--- config.mk ---
export PLATFORM = sky130hd
export DESIGN_NAME = branch_resolve_unit
export DESIGN_NICKNAME = d
export VERILOG_FILES = /design/src/rtl/branch_resolve_unit.sv
export SDC_FILE = /design/constraint.sdc
export NUM_CORES = 1
export LEC_CHECK = 0
export ABC_AREA = 1
export BUFFER_PORTS_ARGS = -buffer_cell sky130_fd_sc_hd__buf_2
export CORE_ASPECT_RATIO = 0.9
export CORE_MARGIN = 3
export CORE_UTILIZATION = 59
export CTS_CLUSTER_DIAMETER = 120
export CTS_CLUSTER_SIZE = 14
export DETAILED_ROUTE_END_ITERATION = 10
export PLACE_DENSITY_LB_ADDON = 0.3
export SLEW_MARGIN = 10
export SYNTH_ARGS = -nofsm -noshare
export SYNTH_HDL_FRONTEND = slang
export SYNTH_SLANG_ARGS = --single-unit
--- constraint.sdc ---
create_clock -name clk -period 3.7 [get_ports clk]
set_input_delay 0.74 -clock clk [delete_from_list [all_inputs] [get_ports clk]]
set_output_delay 0.74 -clock clk [all_outputs]
set_load 0.02 [all_outputs]
--- src/rtl/branch_resolve_unit.sv ---
// Resolves the Decode-stage gshare prediction in Execute, raises a held redirect to Fetch on a
// mispredict, drives the Memory-stage predictor update bus and counts retired branches/mispredicts.
module branch_resolve_unit #(
    parameter int          CNT_WIDTH    = 32,
    parameter logic [31:0] DSLOT_OFFSET = 32'd8
) (
    input  logic                 clk,
    input  logic                 rst,
    input  logic                 stallE,
    input  logic                 flushE,
    input  logic                 stallM,
    input  logic                 flushM,
    input  logic                 branchD,
    input  logic                 pred_takeD,
    input  logic [31:0]          pcD,
    input  logic [31:0]          targetD,
    input  logic                 actual_takeE,
    input  logic                 redirect_ready,
    output logic                 redirect_valid,
    output logic [31:0]          redirect_pc,
    output logic                 mispredE,
    output logic                 branchM,
    output logic                 actual_takeM,
    output logic                 pred_wrong,
    output logic [31:0]          pcM,
    output logic [CNT_WIDTH-1:0] branch_cnt,
    output logic [CNT_WIDTH-1:0] mispred_cnt
);

    typedef enum logic {
        IDLE    = 1'b0,
        PENDING = 1'b1
    } state_t;

    localparam logic [CNT_WIDTH-1:0] CNT_ONE = {{(CNT_WIDTH-1){1'b0}}, 1'b1};
    localparam logic [CNT_WIDTH-1:0] CNT_MAX = {CNT_WIDTH{1'b1}};

    state_t               state_reg, state_next;
    logic [31:0]          redirect_pc_reg, redirect_pc_next;

    logic                 branch_e_reg;
    logic                 pred_take_e_reg;
    logic [31:0]          pc_e_reg;
    logic [31:0]          target_e_reg;

    logic                 branch_m_reg;
    logic                 actual_take_m_reg;
    logic                 pred_wrong_reg;
    logic [31:0]          pc_m_reg;

    logic [CNT_WIDTH-1:0] branch_cnt_reg;
    logic [CNT_WIDTH-1:0] mispred_cnt_reg;

    logic                 mis;
    logic                 dir_wrong;
    logic                 retire;

    // D->E pipeline register
    always_ff @(posedge clk) begin
        if (!rst || flushE) begin
            branch_e_reg    <= 1'b0;
            pred_take_e_reg <= 1'b0;
            pc_e_reg        <= '0;
            target_e_reg    <= '0;
        end else if (!stallE) begin
            branch_e_reg    <= branchD;
            pred_take_e_reg <= pred_takeD;
            pc_e_reg        <= pcD;
            target_e_reg    <= targetD;
        end
    end

    assign dir_wrong = pred_take_e_reg ^ actual_takeE;
    // While a redirect is pending, everything in E is wrong-path and must not raise another.
    assign mis       = branch_e_reg & ~stallE & dir_wrong & (state_reg == IDLE);
    assign mispredE  = mis;

    // E->M pipeline register; pred_wrong tracks the true outcome regardless of redirect suppression
    always_ff @(posedge clk) begin
        if (!rst || flushM) begin
            branch_m_reg      <= 1'b0;
            actual_take_m_reg <= 1'b0;
            pred_wrong_reg    <= 1'b0;
            pc_m_reg          <= '0;
        end else if (!stallM) begin
            branch_m_reg      <= branch_e_reg & ~stallE;
            actual_take_m_reg <= actual_takeE;
            pred_wrong_reg    <= branch_e_reg & dir_wrong;
            pc_m_reg          <= pc_e_reg;
        end
    end

    always_comb begin
        state_next       = state_reg;
        redirect_pc_next = redirect_pc_reg;
        case (state_reg)
            IDLE: begin
                if (mis) begin
                    state_next       = PENDING;
                    redirect_pc_next = actual_takeE ? target_e_reg : (pc_e_reg + DSLOT_OFFSET);
                end
            end
            PENDING: begin
                if (redirect_ready) begin
                    state_next = IDLE;
                end
            end
            default: state_next = IDLE;
        endcase
    end

    always_ff @(posedge clk) begin
        if (!rst) begin
            state_reg       <= IDLE;
            redirect_pc_reg <= '0;
        end else begin
            state_reg       <= state_next;
            redirect_pc_reg <= redirect_pc_next;
        end
    end

    assign retire = branch_m_reg & ~stallM & ~flushM;

    // Retire statistics saturate rather than wrap
    always_ff @(posedge clk) begin
        if (!rst) begin
            branch_cnt_reg  <= '0;
            mispred_cnt_reg <= '0;
        end else if (retire) begin
            if (branch_cnt_reg != CNT_MAX) begin
                branch_cnt_reg <= branch_cnt_reg + CNT_ONE;
            end
            if (pred_wrong_reg && (mispred_cnt_reg != CNT_MAX)) begin
                mispred_cnt_reg <= mispred_cnt_reg + CNT_ONE;
            end
        end
    end

    assign redirect_valid = (state_reg == PENDING);
    assign redirect_pc    = redirect_pc_reg;
    assign branchM        = branch_m_reg;
    assign actual_takeM   = actual_take_m_reg;
    assign pred_wrong     = pred_wrong_reg;
    assign pcM            = pc_m_reg;
    assign branch_cnt     = branch_cnt_reg;
    assign mispred_cnt    = mispred_cnt_reg;

endmodule

==> Word-level counts from Yosys, hierarchy flattened <==
Index checks and enable logic that the tools add are counted.
{ "classes": {"add_sub_neg": 3, "eq_ne": 2, "mux": 4, "n_bitwise": 11, "n_reduce_logical": 7} }
{ "op_table": {"columns": ["operator", "n"], "rows": [
  ["32-bit by 1-bit adder with 32-bit output, second input constant", 2],
  ["32-bit != test, second input constant", 2],
  ["32-bit by 4-bit adder with 32-bit output, second input constant", 1],
  ["32-bit two-way mux", 1],
  ["1-bit AND", 6],
  ["2-bit AND reduction", 3],
  ["1-bit inverter", 4],
  ["1-bit logical OR", 2],
  ["1-bit two-way mux", 2],
  ["1-bit one-hot mux with 2 select lines", 1],
  ["1-bit logical AND", 1],
  ["1-bit zero test", 1],
  ["1-bit bitwise XOR", 1]
]} }
{ "totals": {"regBits": 198, "output_inout_bits": 133, "word_cells": 39} }

==> Longest topological paths before layout <==
Gate-level depths: netlist of run 1.
{ "logic_depth": {"depth_word": 6, "depth_mapped": 12} }

==> Least setup slack after synthesis of run 1 <==
Ideal clock, no wire load.
{ "synth_path": {"kind": "input to output", "start": "input port actual_takeE", "end": "output port mispredE", "t_arrival_ps": 1547, "t_required_ps": 2960, "setup_slack_ps": 1413, "path_stages": 5, "cell_sequence": "buf_2 > xor2_1 > nand2_1 > inv_1 > buf_2"} }
{ "synth_via": {"elab_chain_cells": 3} }
{ "synth_rtl": {"columns": ["element", "line", "rtl"], "rows": [
  ["start, declared", "17", "input logic actual_takeE,"],
  ["1-bit bitwise XOR", "73", "assign dir_wrong = pred_take_e_reg ^ actual_takeE;"],
  ["1-bit AND (2 in a row)", "75", "assign mis = branch_e_reg & ~stallE & dir_wrong & (state_reg == IDLE);"],
  ["end, declared", "21", "output logic mispredE,"]
]} }
No other way between the ends.

==> Worst setup path in the final report of run 1 <==
{ "layout_path": {"start": "register mispred_cnt_reg[1], in the netlist mispred_cnt[1]", "end": "register mispred_cnt_reg[2], in the netlist mispred_cnt[2]"} }
{ "layout_via": {"elab_chain_cells": 3, "elab_cells_between_ends": 4} }
{ "layout_rtl": {"columns": ["element", "line", "rtl"], "rows": [
  ["start, declared", "52", "logic [CNT_WIDTH-1:0] mispred_cnt_reg;"],
  ["start signal, assigned", "134", "mispred_cnt_reg <= mispred_cnt_reg + CNT_ONE;"],
  ["parallel branches: the longest is 3 deep, another holds 32-bit by 1-bit adder with 32-bit output", null, null]
]} }
Several ways; the timed one is not identified.
A chain may end at the register's enable or synchronous reset.

==> flow_summary.json, run 1 <==
{
  "syn_nets": 1497,
  "netlist_instances": 1420,
  "synthTopCellsByArea": "dfxtp_1 42%, nand2_1 19%, a21oi_1 10%",
  "clockBufferDepth": 2,
  "powerDensity_nw_per_um2": 385,
  "drive_above_1_share_pct": 17.3,
  "tns_ns": 0,
  "track_usage_pct": 30.6,
  "synthFlopType": "dfxtp_1",
  "num_vias": 9948,
  "avgSynthCellArea_sq_um": 6.67,
  "cts_buffers": 17,
  "p_comb_share_pct": 6.3,
  "antenna_left": 0,
  "cp.arrival_ns": 2.58,
  "viasPerCell": 5.49,
  "switching_share_pct": 26.4,
  "fillers": 1333,
  "chipWidth_um": 140,
  "port-buffer-count": 206,
  "die_h_um": 126,
  "start_util_pct": 61.0,
  "drv_cap": 0,
  "postPlaceCellArea_sq_um": 10600,
  "fin_area_sq_um": 11200,
  "hold_violations": 0,
  "syn_area_sq_um": 9480,
  "rsz0062_at_grt": "no",
  "grt_pass1_wl_um": 44300,
  "root_buffer": "clkbuf_16",
  "crit_type": "flip-flop to flip-flop",
  "synth_top_cell_by_area": "dfxtp_1",
  "required_ns": 4.01,
  "path_clk_slew_ns": 0.08,
  "setup_violations": 0,
  "yosysWarnings": 0,
  "remaining_drc_errors": 0,
  "ys_seq_area_share_pct": 41.8,
  "yosysMostFrequentCell": "nand2_1",
  "synth_cell_types": 34,
  "p_int_uw": 3160,
  "clkPwrFrac_pct": 42.4,
  "slew_headroom_pct": 39.5,
  "maxSlewViolCount": 0,
  "worst_slew_pin_slew_ns": 0.908,
  "io_pins": 207,
  "fin_crit_sh_pct": 61.3,
  "cp-start-kind": "flip-flop",
  "drt_iter0_markers": 794,
  "dp_hpwl_um": 19300,
  "timing.fmax_mhz": 441,
  "pwr-share-seq_pct": 51.3,
  "synth-edff-count": 0,
  "final.min_clock_period_ns": 2.27,
  "grt_pass1_vias": 9143,
  "wl_um": 27400,
  "gp_congestion": 0.922,
  "fin_util_pct": 71.8,
  "status": "finished clean",
  "slowest_delay_ns": 0.41,
  "areaGrowthSynthToFinish_pct": 17.7,
  "ys_ff_latch": 198,
  "postCtsSetupBuffers": 0,
  "ys_top_cells_by_count": "470 x nand2_1, 198 x dfxtp_1, 189 x a21oi_1",
  "cp-end-kind": "flip-flop",
  "synth_top_area_share_pct": 41.8,
  "async_flop_share_pct": 0,
  "vdd_ir_drop_max_mv": 0.364,
  "cp_slowest_cell": "dfxtp_1",
  "grt_max_degree": 101,
  "p_switching_uw": 1130,
  "nNetsFinal": 1673,
  "numClockSinks": 198,
  "static-leakage-power_uw": 0.00458,
  "cts_resized": 0,
  "cts_tree": "built",
  "diodes": 0,
  "clock_skew_ns": 0.00983,
  "dr.pass1.iters": 6,
  "path_cells": "ha_1 > inv_2 > nor2_4 > nand2_4 > nor2_8 > nand3_4 > nand2_4 > inv_2 > nand2_1 > a21oi_1",
  "antenna_found_initial": 1,
  "core_sq_um": 15500,
  "cp_max_fo": 30,
  "cts-htree-levels": 4,
  "wl_per_cell_um": 15.1,
  "dieArea_sq_um": 17600,
  "postCtsHoldBufs": 0,
  "overflow": 0,
  "insertion_delay_ns": 0.44,
  "std_cell_rows": 43,
  "hold_path_class": "flip-flop to flip-flop"
}
## critical path, delay by kind of cell (launching register included)
family / cells / cell delay (ns)
AOI/OAI and AO/OA: 1 / 0.07
buffers and inverters: 2 / 0.36
and+or+nand+nor: 6 / 0.97
adders and majority gates: 1 / 0.30
DFF: 1 / 0.41
## stage by stage
stage                     total power, uW  hold WS (ns)  std cells  setup slack, ns
after global routing                 4430         0.482       1811             1.25
after CTS                            4310         0.460       1811             1.45
after floorplan                      2410         0.433       1420             1.41
after global placement               2520         0.443       1779             1.12
after detailed placement             2520         0.449       1779             1.06
final                                4300         0.458       1811             1.43
## cell families after synthesis
group	synth area share [%]
AOI/OAI and AO/OA	16.7
xor gates and xnor gates	3.33
adders and majority gates	0.396
buffers and inverters	6.40
DFF	41.8
and+or+nand+nor	31.3
## layer usage
| metal | track usage (%) | share of wire [%] |
|---|---|---|
| met5 | 0 | 0.051 |
| met4 | 14.2 | 4.2 |
| met3 | 6.07 | 7.8 |
| met2 | 51.1 | 47 |
| met1 | 38.3 | 40 |
## path summary, 6_finish.rpt
check | cells past startpoint | endpoint | startpoint | slack [ns]
worst min register to register | 2 | target_e_reg[30]$_SDFFE_PP0N_ | target_e_reg[30]$_SDFFE_PP0N_ | 0.46
worst max-delay path | 10 | mispred_cnt[2]$_SDFFE_PN0P_ | mispred_cnt[1]$_SDFFE_PN0P_ | 1.43
worst min-delay path | 2 | target_e_reg[30]$_SDFFE_PP0N_ | target_e_reg[30]$_SDFFE_PP0N_ | 0.46
worst max register to register | 10 | mispred_cnt[2]$_SDFFE_PN0P_ | mispred_cnt[1]$_SDFFE_PN0P_ | 1.43
## cell usage in the layout, fill, tap and decap left out, drive strengths merged, types with 3 or more instances in the layout
cell type and n:
and2 3, xnor2 10, xor2 26, nand4 4, inv 94, nand3 40, nand3b 20, nor2 181
o21ai 94, clkinv 7, clkbuf 17, nand2 475, a21oi 197, a31oi 5, buf 219, ha 3
nor3 4, dfxtp 198, a211oi 7
## final cells by class
class / count / area [sq um] / share of cell area (%)
multi-input combinational: 1073 / 4910 / 44.0
tap: 202 / 253 / 2.27
clock inverter: 15 / 150 / 1.35
inverter: 87 / 327 / 2.93
sequential: 198 / 3960 / 35.5
clock buffer: 17 / 425 / 3.81
timing repair buffer: 219 / 1130 / 10.1
## power by group through the flow
stage / combinational (uW) / sequential, uW / clock [uW]
after floorplan: 142 / 2260 / 0
after global placement: 265 / 2250 / 0
after detailed placement: 269 / 2250 / 0
after CTS: 271 / 2200 / 1840
after global routing: 302 / 2210 / 1920
final: 272 / 2200 / 1820
Note: power is estimated with default switching activity, not from simulation.
==> inputs of run 2 (changes only) <==
CORE_UTILIZATION = 49   (was 59)
clock period = 1.8 ns   (was 3.7 ns; I/O delays follow)
==> run 2 against run 1 <==
  * Combinational power up 120%
  * Clock power is 100% higher
  * Hold slack got worse by 0.30 ns
  * Worst setup slack worse by 1.4 ns
  * Critical endpoint is now mispredE
  * Critical path depth is 6 lower
  * Design area increased by 5.7%
  * Sequential share of layout area decreased by 1.8 points
  * Largest power group unchanged
  * Non-clock buffer count is 61 higher
  * Via count grew 0.84%
  * Cell count up 5.9%
  * Core utilization decreased by 8.7 points
==> flow_summary.json, run 2 (synthesized netlist as in run 1, its figures left out) <==
{
  "drt_iter0_markers": 809,
  "maxSlewViolCount": 0,
  "std_cell_rows": 47,
  "clockBufferDepth": 2,
  "clock_skew_ns": 0.0111,
  "path_clk_slew_ns": 0.08,
  "setup_violations": 0,
  "whs_ns": 0.159,
  "dieArea_sq_um": 21000,
  "status": "finished clean",
  "cp_slowest_cell": "dfxtp_1",
  "numClockSinks": 198,
  "reg2reg_to": "branch_cnt[8]$_SDFFE_PN0P_",
  "static-leakage-power_uw": 0.00490,
  "gp_congestion": 0.984,
  "port-buffer-count": 206,
  "dp_hpwl_um": 22300,
  "cts_buffers": 17,
  "grt_max_degree": 101,
  "chipWidth_um": 153,
  "viasPerCell": 5.23,
  "antenna_found_initial": 3,
  "cp.arrival_ns": 1.40,
  "p_comb_share_pct": 6.8,
  "remaining_drc_errors": 0,
  "antenna_left": 0,
  "cp_num_buf_inv": 2,
  "r2r_setup_slack_ns": 0.10,
  "wl_um": 29600,
  "start_util_pct": 50.7,
  "slew_headroom_pct": 57.2,
  "worst_slew_pin_slew_ns": 0.642,
  "crit_type": "flip-flop to primary output",
  "wl_per_cell_um": 15.5,
  "clkPwrFrac_pct": 41.5,
  "timing.fmax_mhz": 569,
  "rsz0062_at_grt": "yes",
  "drive_above_1_share_pct": 21.9,
  "holdPathStages": 3,
  "hold_path_class": "primary input to flip-flop",
  "min_to": "pc_e_reg[9]$_SDFFE_PP0N_",
  "slowest_delay_ns": 0.35,
  "io_pins": 207,
  "final_common_cell": "nand2_1",
  "switching_share_pct": 26.1,
  "drv_cap": 0,
  "worstRegToRegCells": 11,
  "overflow": 0,
  "nNetsFinal": 1734,
  "holdCritStartpoint": "pcD[9]",
  "tns_ns": 0,
  "fin_crit_sh_pct": 97.7,
  "critPathLaunch": "pred_take_e_reg$_SDFFE_PP0N_",
  "p_int_uw": 6470,
  "die_h_um": 138,
  "crit_family": "flip-flops",
  "track_usage_pct": 27.2,
  "root_buffer": "clkbuf_16",
  "num_vias": 10032,
  "final.min_clock_period_ns": 1.76,
  "cp-start-kind": "flip-flop",
  "powerDensity_nw_per_um2": 743,
  "required_ns": 1.44,
  "postCtsHoldBufs": 0,
  "cp-end-kind": "primary output",
  "mostFrequentLayoutCells": "467 x nand2_1, 206 x buf_2, 189 x a21oi_1, 182 x dfxtp_1, 166 x nor2_1",
  "pwr-share-seq_pct": 51.7,
  "vdd_ir_drop_max_mv": 0.579,
  "cts_tree": "built",
  "hold_violations": 0,
  "path_cells": "xor2_1 > nand2_2 > inv_2 > buf_2",
  "cts-htree-levels": 4,
  "core_sq_um": 18700,
  "p_switching_uw": 2290,
  "instances_no_fill": 1917,
  "worstReg2RegStart": "branch_cnt[0]$_SDFFE_PN0P_",
  "grt_pass1_wl_um": 46600,
  "insertion_delay_ns": 0.44,
  "dp.cells": 1883,
  "dr.pass1.iters": 5,
  "grt_pass1_vias": 9000,
  "areaGrowthSynthToFinish_pct": 24.5,
  "cp_max_fo": 3
}
## run 2: cell types whose count changed in the layout (fill, tap and decap cells not counted), sizes merged
cell,before,now
diode,0,2
clkinv,7,9
buf,219,280
clkbuf,17,18
inv,94,88
clkinvlp,1,4
## run 2: routing by layer
metal	track usage (%)	routed length [um]
met3	5.02	2370
met2	42.2	12900
met5	0	7
met4	8.61	658
met1	38.8	13700
## run 2: how the worst max path moves through the flow
stage,end,cells past startpoint
after floorplan,branch_cnt[1]$_SDFFE_PN0P_,11
after global placement,mispred_cnt[28]$_SDFFE_PN0P_,7
after detailed placement,mispred_cnt[3]$_SDFFE_PN0P_,10
after CTS,mispredE,5
after global routing,branch_cnt[8]$_SDFFE_PN0P_,11
final,mispredE,4
## run 2: power by group through the flow
stage                     clock (uW)  combinational, uW  sequential [uW]
after floorplan                    0                292             4650
after global placement             0                584             4630
after detailed placement           0                592             4630
after CTS                       3670                594             4530
after global routing            3830                660             4540
final                           3640                600             4530
## run 2: layout make-up
class / instances / area [sq um]
fill: 1756 / 6900
clock inverter: 14 / 120
tap: 245 / 307
timing repair buffer: 280 / 1670
sequential: 198 / 3980
antenna: 2 / 5.00
inverter: 87 / 327
clock buffer: 18 / 429
multi-input combinational: 1073 / 4960
## run 2: what timing repair did
item	in CTS	in global routing
endpoints found under the setup margin	1	65
pin swaps	0	2
gates resized for setup	1	27
setup buffers	0	0
gates cloned	0	0
## run 2: tightest hold or removal path, cell delays in order
cell,delay [ns]
buf_2,0.10
nand2_1,0.05
a21oi_1,0.05
## run 2: per-stage QoR
stage / setup slack (ns) / instance area (sq um) / util, % / power, uW
finish: 0.0422 / 11800 / 63.1 / 8770
global route: -0.0780 / 11800 / 63.1 / 9020
CTS: 0.0115 / 11700 / 62.7 / 8800
detailed placement: 0.0539 / 11200 / 59.8 / 5220
global placement: 0.0686 / 11200 / 59.8 / 5210
floorplan: 0.0364 / 9490 / - / 4950
